[src/rtl/rx_stat_pkg.sv]
// ============================================================================
// Module      : rx_stat_pkg
// Description : Shared constants for the rx statistics scheduler: default
//               event count and counter width, event index map and FSM
//               state encoding.
// Revision    : 1.0 - initial release
// ============================================================================
`default_nettype none

package rx_stat_pkg;

    // Default geometry of the statistics block
    localparam int NUM_EV_DEF = 8;
    localparam int CNT_W_DEF  = 32;

    // Event index map (bit position in stat_vec / counter index)
    localparam int EV_64       = 0;
    localparam int EV_65_127   = 1;
    localparam int EV_128_255  = 2;
    localparam int EV_256_511  = 3;
    localparam int EV_512_1023 = 4;
    localparam int EV_1024_MAX = 5;
    localparam int EV_JUMBO    = 6;
    localparam int EV_LEN_ERR  = 7;

    // Scheduler FSM encoding
    typedef enum logic [1:0] {
        ST_IDLE   = 2'd0,
        ST_UPDATE = 2'd1,
        ST_READ   = 2'd2
    } state_t;

endpackage

`default_nettype wire

[src/rtl/rx_stat_rr_arb.sv]
// ============================================================================
// Module      : rx_stat_rr_arb
// Description : Combinational round-robin picker. Returns the lowest pending
//               index at or after the rotating pointer, wrapping from
//               NUM_EV-1 back to 0.
// Revision    : 1.0 - initial release
// ============================================================================
`default_nettype none

module rx_stat_rr_arb
    import rx_stat_pkg::*;
#(
    parameter int NUM_EV = NUM_EV_DEF,
    parameter int IDX_W  = $clog2(NUM_EV)
) (
    input  logic [NUM_EV-1:0] i_pend,
    input  logic [IDX_W-1:0]  i_rr_ptr,
    output logic              o_gnt_valid,
    output logic [IDX_W-1:0]  o_gnt_idx
);

    // One extra bit so rr_ptr + offset cannot overflow before the wrap
    localparam int c_SUM_W = IDX_W + 1;

    logic [c_SUM_W-1:0] w_pos;

    // Walk the pending vector starting at the pointer; first hit wins
    always_comb begin
        o_gnt_valid = 1'b0;
        o_gnt_idx   = '0;
        w_pos       = '0;
        for (int k = 0; k < NUM_EV; k++) begin
            w_pos = {1'b0, i_rr_ptr} + c_SUM_W'(k);
            if (w_pos >= c_SUM_W'(NUM_EV)) begin
                w_pos = w_pos - c_SUM_W'(NUM_EV);
            end
            if (!o_gnt_valid && i_pend[w_pos[IDX_W-1:0]]) begin
                o_gnt_valid = 1'b1;
                o_gnt_idx   = w_pos[IDX_W-1:0];
            end
        end
    end

endmodule

`default_nettype wire

[src/rtl/rx_stat_scheduler.sv]
// ============================================================================
// Module      : rx_stat_scheduler
// Description : Shares one saturating increment path and a counter file
//               among the rx statistic pulses. Pulses become pending bits,
//               are granted round-robin, and host reads are interleaved with
//               priority over updates.
// Options     : RX_STAT_CLR_ON_READ_EN - when defined, a host read clears
//               the counter it returns (clear-on-read); otherwise reads are
//               non-destructive.
// Revision    : 1.0 - initial release
// ============================================================================
`default_nettype none

module rx_stat_scheduler
    import rx_stat_pkg::*;
#(
    parameter int NUM_EV = NUM_EV_DEF,
    parameter int CNT_W  = CNT_W_DEF
) (
    input  logic              rxclk,
    input  logic              reset,
    input  logic [NUM_EV-1:0] stat_vec,
    input  logic              host_rd_req,
    input  logic [2:0]        host_rd_addr,
    output logic              host_rd_ack,
    output logic [CNT_W-1:0]  host_rd_data,
    output logic              drop_err
);

    localparam int               c_IDX_W   = $clog2(NUM_EV);
    localparam logic [CNT_W-1:0] c_CNT_MAX = '1;

    logic [CNT_W-1:0]   r_cnt [NUM_EV];
    logic [NUM_EV-1:0]  r_pend;
    logic [c_IDX_W-1:0] r_rr_ptr;
    logic [c_IDX_W-1:0] r_gnt;
    state_t             r_state;
    logic               r_ack;
    logic [CNT_W-1:0]   r_rd_data;
    logic               r_drop_err;

    logic               w_gnt_valid;
    logic [c_IDX_W-1:0] w_gnt_idx;
    logic               w_take;
    logic [NUM_EV-1:0]  w_clr_mask;
    logic               w_addr_ok;
    logic [c_IDX_W-1:0] w_rd_idx;

    rx_stat_rr_arb #(
        .NUM_EV (NUM_EV),
        .IDX_W  (c_IDX_W)
    ) u_arb (
        .i_pend      (r_pend),
        .i_rr_ptr    (r_rr_ptr),
        .o_gnt_valid (w_gnt_valid),
        .o_gnt_idx   (w_gnt_idx)
    );

    // A grant is taken only from IDLE when the host is not asking to read
    assign w_take     = (r_state == ST_IDLE) && !host_rd_req && w_gnt_valid;
    assign w_clr_mask = w_take ? (NUM_EV'(1) << w_gnt_idx) : '0;
    assign w_addr_ok  = (int'(host_rd_addr) < NUM_EV);
    assign w_rd_idx   = c_IDX_W'(host_rd_addr);

    assign host_rd_ack  = r_ack;
    assign host_rd_data = r_rd_data;
    assign drop_err     = r_drop_err;

    // Pending bits: set by pulses, cleared by grant; a pulse landing on a
    // still-pending, ungranted event is lost and flagged stickily
    always_ff @(posedge rxclk or posedge reset) begin
        if (reset) begin
            r_pend     <= '0;
            r_drop_err <= 1'b0;
        end else begin
            r_pend <= (r_pend & ~w_clr_mask) | stat_vec;
            if (|(stat_vec & r_pend & ~w_clr_mask)) begin
                r_drop_err <= 1'b1;
            end
        end
    end

    // Scheduler FSM: host read first, otherwise grant the next pending event
    always_ff @(posedge rxclk or posedge reset) begin
        if (reset) begin
            r_state   <= ST_IDLE;
            r_rr_ptr  <= '0;
            r_gnt     <= '0;
            r_ack     <= 1'b0;
            r_rd_data <= '0;
        end else begin
            r_ack <= 1'b0;
            case (r_state)
                ST_IDLE: begin
                    if (host_rd_req) begin
                        r_state <= ST_READ;
                    end else if (w_gnt_valid) begin
                        r_gnt    <= w_gnt_idx;
                        r_rr_ptr <= (w_gnt_idx == c_IDX_W'(NUM_EV - 1)) ?
                                    '0 : w_gnt_idx + c_IDX_W'(1);
                        r_state  <= ST_UPDATE;
                    end
                end
                ST_UPDATE: begin
                    r_state <= ST_IDLE;
                end
                ST_READ: begin
                    r_rd_data <= w_addr_ok ? r_cnt[w_rd_idx] : '0;
                    r_ack     <= 1'b1;
                    r_state   <= ST_IDLE;
                end
                default: begin
                    r_state <= ST_IDLE;
                end
            endcase
        end
    end

    // Counter file: saturating increment in UPDATE, optional clear in READ
    always_ff @(posedge rxclk or posedge reset) begin
        if (reset) begin
            for (int i = 0; i < NUM_EV; i++) begin
                r_cnt[i] <= '0;
            end
        end else begin
            if ((r_state == ST_UPDATE) && (r_cnt[r_gnt] != c_CNT_MAX)) begin
                r_cnt[r_gnt] <= r_cnt[r_gnt] + CNT_W'(1);
            end
`ifdef RX_STAT_CLR_ON_READ_EN
            // UPDATE and READ never coincide, so this clear cannot collide
            if ((r_state == ST_READ) && w_addr_ok) begin
                r_cnt[w_rd_idx] <= '0;
            end
`endif
        end
    end

endmodule

`default_nettype wire

[config.mk]
export PLATFORM = sky130hd
export DESIGN_NAME = rx_stat_scheduler
export DESIGN_NICKNAME = d
export VERILOG_FILES = /design/src/rtl/rx_stat_pkg.sv /design/src/rtl/rx_stat_rr_arb.sv /design/src/rtl/rx_stat_scheduler.sv
export SDC_FILE = /design/constraint.sdc
export NUM_CORES = 1
export LEC_CHECK = 0
export BUFFER_PORTS_ARGS = -buffer_cell sky130_fd_sc_hd__buf_2
export CAP_MARGIN = 20
export CORE_UTILIZATION = 40
export DETAILED_ROUTE_END_ITERATION = 12
export HOLD_SLACK_MARGIN = 0.03
export PLACE_DENSITY_LB_ADDON = 0.25
export SETUP_SLACK_MARGIN = 0.05
export SLEW_MARGIN = 20
export SYNTH_ARGS = -nofsm -noshare
export SYNTH_HDL_FRONTEND = slang
export SYNTH_SLANG_ARGS = --single-unit
export TNS_END_PERCENT = 1
[constraint.sdc]
create_clock -name rxclk -period 24.7 [get_ports rxclk]
set_input_delay 1.235 -clock rxclk [delete_from_list [all_inputs] [get_ports rxclk]]
set_output_delay 1.235 -clock rxclk [all_outputs]
set_load 0.02 [all_outputs]
# [Word-level counts from Yosys, hierarchy flattened]
# Index checks and enable logic that the tools add are counted.
[word_totals] input_bits=14 reg_bits=306
[classes] n_reduce_logical=22 magnitude_cmp=19 bitwise=8 shifts=1 n_eq_ne=5 muxes=55 addsub=17
[ops] operator="$bwmux 256" count=1
[ops] operator="$bmux 32 s3" count=2
[ops] operator="$mux 32" count=5
[ops] operator="$demux 32 s3" count=1
[ops] operator="$mux 3" count=17
[ops] operator="$ge 4x4->1 const B" count=9
[ops] operator="$add 32x1->32 const B" count=1
[ops] operator="$lt 3x4->1 const B" count=8
[ops] operator="$ne 32x32->1 const B" count=1
[ops] operator="$and 8x8->8" count=3
[ops] operator="$bmux 1 s3" count=8
[ops] operator="$sub 3x1->3 const B" count=8
[ops] operator="$mux 1" count=17
[ops] operator="$add 3x3->4 const B" count=4
[ops] operator="$logic_and 1x1->1" count=11
[ops] operator="$add 3x2->4 const B" count=2
[ops] operator="$logic_not 1->1" count=8
[ops] operator="$mux 8" count=1
[ops] operator="$not 3->4" count=2
[ops] operator="$not 8->8" count=1
[ops] operator="$or 8x8->8" count=1
[ops] operator="$reduce_or 8->1" count=1
[ops] operator="$shl 1x3->8 const A" count=1
[ops] operator="$mux 2" count=3
[ops] operator="other kinds (11)" count=11

# [Logic depth before layout (Yosys ltp)]
[depth] ltp_word=31 mapped_depth=19 mapped_depth_nobuf=15

# [Hierarchy]
# From an unflattened synthesis, not the netlist that was laid out.
[unflattened] hier_cells=1445 area_unflattened_um2=16499.6
[by_module_without_submodules] module="rx_stat_scheduler" area_each_um2=15686.3 cells_each=1345 n_inst=1
[by_module_without_submodules] module="rx_stat_rr_arb" area_each_um2=813.3 cells_each=100 n_inst=1

# [Least setup slack after synthesis]
# No wires, ideal clock.
[synth_timing] path_type="reg-to-reg" start="register r_rr_ptr[0]" end="register r_drop_err, in the netlist drop_err" setup_time_ns=0.135 synth_period_minus_slack_ns=4.999 slack_ns=19.701 arrival_time_ns=4.864 stages_incl_launch_ff=19 cell_sequence="dfrtp_1 buf_1 inv_1 ha_1 clkbuf_1 clkbuf_1 mux4_2 mux2_2 nor4b_1 a211oi_1 o211ai_1 mux2i_1 o21ai_0 ha_1 ha_1 a21oi_1 a311o_1 a211oi_1 o211ai_1"
[synth_between] elab_chain_cells=31 elab_cells_between_ends=83 cone_classes="add/sub: 15; order compare: 8; shift: 1; mux: 41; bitwise: 2; reduce/logical: 16"
[synth_lines] element="from (decl)" line="rx_stat_scheduler.sv:35" text="logic [c_IDX_W-1:0] r_rr_ptr;"
[synth_lines] element="from (signal assigned)" line="rx_stat_scheduler.sv:99" text="r_rr_ptr <= (w_gnt_idx == c_IDX_W'(NUM_EV - 1)) ?"
[synth_lines] element="parallel branches: the longest is 25 deep, another holds $add 3x1->4"
[synth_lines] element="$mux 3 *" line="rx_stat_rr_arb.sv:37" text="if (!o_gnt_valid && i_pend[w_pos[IDX_W-1:0]]) begin"
[synth_lines] element="via u_arb.o_gnt_idx[1]" line="rx_stat_rr_arb.sv:19" text="output logic [IDX_W-1:0] o_gnt_idx"
[synth_lines] element="$shl 1x3->8 *" line="rx_stat_scheduler.sv:61" text="assign w_clr_mask = w_take ? (NUM_EV'(1) << w_gnt_idx) : '0;"
[synth_lines] element="$mux 8 *" line="rx_stat_scheduler.sv:61"
[synth_lines] element="$not 8->8 *" line="rx_stat_scheduler.sv:77" text="if (|(stat_vec & r_pend & ~w_clr_mask)) begin"
[synth_lines] element="$and 8x8->8 *" line="rx_stat_scheduler.sv:77"
[synth_lines] element="$reduce_or 8->1 *" line="rx_stat_scheduler.sv:77"
[synth_lines] element="to (signal assigned)" line="rx_stat_scheduler.sv:74" text="r_drop_err <= 1'b0;"
[synth_lines] element="to (signal assigned)" line="rx_stat_scheduler.sv:78" text="r_drop_err <= 1'b1;"
[synth_lines] element="to (decl)" line="rx_stat_scheduler.sv:40" text="logic r_drop_err;"
# Mark *: on every way through the listed nets, which the timed path passes. The select of a mux whose other input is x is not followed.
# A chain may end at the register's enable or synchronous reset.

# [Worst setup path after layout]
[layout_timing] start="register r_gnt[2]" end="register r_cnt[159] (netlist name)"
[layout_between] elab_chain_cells=6 elab_cells_between_ends=13 cone_classes="add/sub: 1; order compare: 2; eq/ne: 1; mux: 6; bitwise: 1; reduce/logical: 2"
[layout_lines] element="from (decl)" line="rx_stat_scheduler.sv:36" text="logic [c_IDX_W-1:0] r_gnt;"
[layout_lines] element="from (signal assigned)" line="rx_stat_scheduler.sv:98" text="r_gnt <= w_gnt_idx;"
[layout_lines] element="$not 3->4 (implied by the code) *" line="rx_stat_scheduler.sv:126, rx_stat_scheduler.sv:127"
[layout_lines] element="$bmux 32 s3, or another cell as far along" line="rx_stat_scheduler.sv:126, rx_stat_scheduler.sv:127"
[layout_lines] element="$mux 32 (implied by the code) / $logic_and 1x1->1 (equally long branches)" line="rx_stat_scheduler.sv:126, rx_stat_scheduler.sv:127"
[layout_lines] element="$mux 32, on equally long branches" line="rx_stat_scheduler.sv:126, rx_stat_scheduler.sv:127"
[layout_lines] element="$add 32x1->32, or another cell as far along" line="rx_stat_scheduler.sv:127" text="r_cnt[r_gnt] <= r_cnt[r_gnt] + CNT_W'(1);"
[layout_lines] element="$bwmux 256 / $logic_and 1x1->1 (equally long branches)" line="rx_stat_scheduler.sv:127, rx_stat_scheduler.sv:126"
[layout_lines] element="to (signal, indexed assignment)" line="rx_stat_scheduler.sv:127"
[layout_lines] element="to (decl)" line="rx_stat_scheduler.sv:33" text="logic [CNT_W-1:0] r_cnt [NUM_EV];"
# Every way passes the cells marked *; elsewhere a longest branch is shown, timed or not. The select of a mux whose other input is x is not followed.

==> flow_summary.yaml <==
logic_synthesis:
  yosys.area_share.simple: 0.0686
  synth_compound_area_frac: 0.0567
  synth_top_cells_by_area: "dfrtp_1, mux2_2, mux4_2"
  synth_flop_cell: "dfrtp_1"
  yosysSeqAreaShare: 0.451
  synth_area_um2: 17000
  synth_top_family_by_area: "multiplexers"
  synth-seq-cells: 306
  synth-edff-count: 0
  synthDominantCellAreaShare: 0.451
  yosys_warnings: 0
  synth_nets: 1299
  synth_cell_type_count: 68
  synth-xor-area-share: 0.0165
  muxShareOfSynthArea: 0.372
  synthAdderAreaFrac: 0.00663
  synth_top_cell_by_area: "dfrtp_1"
  synth_async_sr_flop_share: 1.00
  avgSynthCellArea_um2: 13.3
  synthCells: 1276
route:
  totalWireLength_um: 43100
  vias_per_cell: 5.92
  wl_met3_um: 1800
  drt_iter0_drc: 762
  drt_first_pass_iters: 9
  top_layer: "met4"
  num_vias: 11100
  drc: 4
  ant_nets: 0
  drt-met1-wl_um: 20000
  route.met2.wl_um: 20600
  drt-wirelength-per-cell_um: 23.1
cts:
  cts_tree: "built"
  post-cts-setup-buffer-count: 0
  cts_buffer_depth: 3
  numClockSinks: 306
  clk_pin_slew_ns: 0.06
  ctsHtreeMaxLevel: 2
  clockRootBuffer: "clkbuf_16"
  postCtsResizedCells: 0
  insertion_delay_ns: 0.53
  cts_made_buffers: 37
  hold_buffers: 0
worst_setup_path:
  critPathCaptureType: "flip-flop"
  cp.required_ns: 25.11
  path_class: "flip-flop to flip-flop"
  arrival_ns: 6.26
  crit_fanout: 66
  start_kind: "flip-flop"
grt:
  grt_overflow: 0
  grt_pass1_wl_um: 68800
  grt_pass1_vias: 11300
  grt_max_degree: 116
  antenna_found_initial: 1
  grtUsageTotal: 0.204
floorplanning:
  die_area_um2: 43300
  start_util: 0.405
  rows: 75
  core_area_um2: 41900
  ios: 48
  die_y_um: 208
  die_x_um: 208
timing:
  rsz0062_at_grt: "false"
  fin_worst_skew_ns: 0.0146
  fin_setup_tns_ns: 0
  finalCritPeriodShare: 0.237
  hold_viol: 0
  tightest_slew_ns: 1.07
  timing.fmax_ghz: 0.171
  final_max_slew_viol_count: 0
  period_minus_slack_ns: 5.84
  max_slew_margin: 0.288
  setup_viol: 0
layout:
  layout-drive-gt1-share: 0.363
  layout_common_cells: "dfrtp_1, mux2_2, mux4_2"
  nets: 1320
  final_common_cell: "dfrtp_1"
  area_growth_pct: 11.5
  n_fill_cell: 3775
run_status:
  failed_checks: "DRC"
  status: "finished, violations left"
pwr:
  power_density_nw_per_um2: 93.0
  p_leak_nw: 8.41
  vdd_drop_max_mv: 0.0493
  finalPower_mw: 1.76
placed_design:
  place_hpwl_um: 27200
  gp_congestion: 0.842
  port_buffers: 47
flow_run:
  drv_cap: 0
min_path:
  hold_class: "flip-flop to flip-flop"
==> kinds of logic (layout without fill, tap and decap cells) <==
logic type,count (synthesis),count (layout)
AND/OR/NAND/NOR,219,219
adder cells (fa/ha/maj),9,9
multiplexers,462,462
XOR/XNOR,32,32
AO/OA/AOI/OAI,140,140
flip-flops,306,306
buffers and inverters,108,158
other,0,1
==> registers in the layout, indices dropped and copies added (netlist names) <==
signal and flops:
drop_err 1, host_rd_ack 1, host_rd_data 32, r_cnt 256, r_gnt 3, r_pend 8, r_rr_ptr 3, r_state 2
==> critical path, stage by stage (launching register included) <==
cell and delay (ns):
dfrtp_4 0.68, buf_4 0.73, inv_1 0.63, a21oi_1 0.28, nor4_1 0.11, nor4_1 0.75
nand2b_1 0.20, nor4_4 0.83, or3_2 0.96, mux2_2 0.42
==> worst paths after layout <==
check	from	to	slack [ns]	cells past startpoint
setup / recovery	r_gnt[2]	r_cnt[159]	18.86	9
hold / removal	host_rd_data[12]	host_rd_data[12]	0.47	2
setup reg to reg	r_gnt[2]	r_cnt[159]	18.86	9
hold reg to reg	host_rd_data[12]	host_rd_data[12]	0.47	2
max in group asynchronous	reset	r_gnt[2]	21.73	4
min in group asynchronous	reset	host_rd_ack	0.85	2
==> cells in the mapped netlist (3+ instances only) <==
| library cell | number |
|---|---|
| or3_1 | 4 |
| nor2_1 | 35 |
| mux2i_1 | 76 |
| and3b_1 | 3 |
| a21oi_1 | 21 |
| nand2b_1 | 16 |
| xor2_1 | 9 |
| nor4_2 | 4 |
| a22oi_1 | 4 |
| o211ai_1 | 7 |
| a221o_1 | 12 |
| a21o_1 | 5 |
| and2_1 | 4 |
| dfrtp_1 | 306 |
| a211oi_1 | 5 |
| mux2_2 | 216 |
| or2_2 | 4 |
| a2bb2oi_1 | 3 |
| nand3_1 | 22 |
| inv_1 | 14 |
| nand4b_1 | 3 |
| nand4_1 | 4 |
| mux2_1 | 63 |
| xnor2_1 | 23 |
| o211a_1 | 3 |
| nand2_1 | 67 |
| buf_4 | 7 |
| or3b_1 | 5 |
| nor3_1 | 12 |
| o2bb2ai_1 | 6 |
| o21ai_0 | 47 |
| ha_1 | 9 |
| a32o_1 | 3 |
| buf_1 | 12 |
| or3b_2 | 4 |
| nor3b_1 | 3 |
| buf_2 | 41 |
| clkbuf_1 | 30 |
| nor4_1 | 8 |
| and3_1 | 5 |
| mux4_2 | 107 |
| nor2b_1 | 9 |
==> where the power goes <==
part	total, mW	switching, mW	internal (mW)
clock network	0.532	0.214	0.318
logic	0.572	0.330	0.242
registers	0.656	0.0793	0.576
==> per-layer routing <==
metal	vias up	global-route usage
met2	258	0.327
met5	-	0
met1	5851	0.291
met3	53	0.0315
li1	4890	-
met4	0	0.0475
==> through the flow <==
stage,area [um2],std cells,setup WS (ns),hold WS (ns),util
6_report,18900,1866,18.86,0.471,0.451
5_1_grt,18900,1865,18.48,0.493,0.451
2_1_floorplan,17000,1276,15.01,0.458,-
3_5_place_dp,17700,1797,18.91,0.465,0.423
3_3_place_gp,17700,1796,19.14,0.459,0.423
4_1_cts,18900,1865,18.91,0.478,0.451
==> layout make-up <==
| type | count | area, um2 | area share |
|---|---|---|---|
| Multi-Input combinational cell | 862 | 8890 | 0.470 |
| Clock buffer | 55 | 1100 | 0.0579 |
| Clock inverter | 13 | 98.8 | 0.00522 |
| Sequential cell | 306 | 7660 | 0.405 |
| Timing Repair Buffer | 73 | 433 | 0.0229 |
| Inverter | 17 | 71.3 | 0.00377 |
| Antenna cell | 1 | 2.50 | 0.000132 |
| Tap cell | 539 | 674 | 0.0356 |
Note: power is estimated with default switching activity, not from simulation.
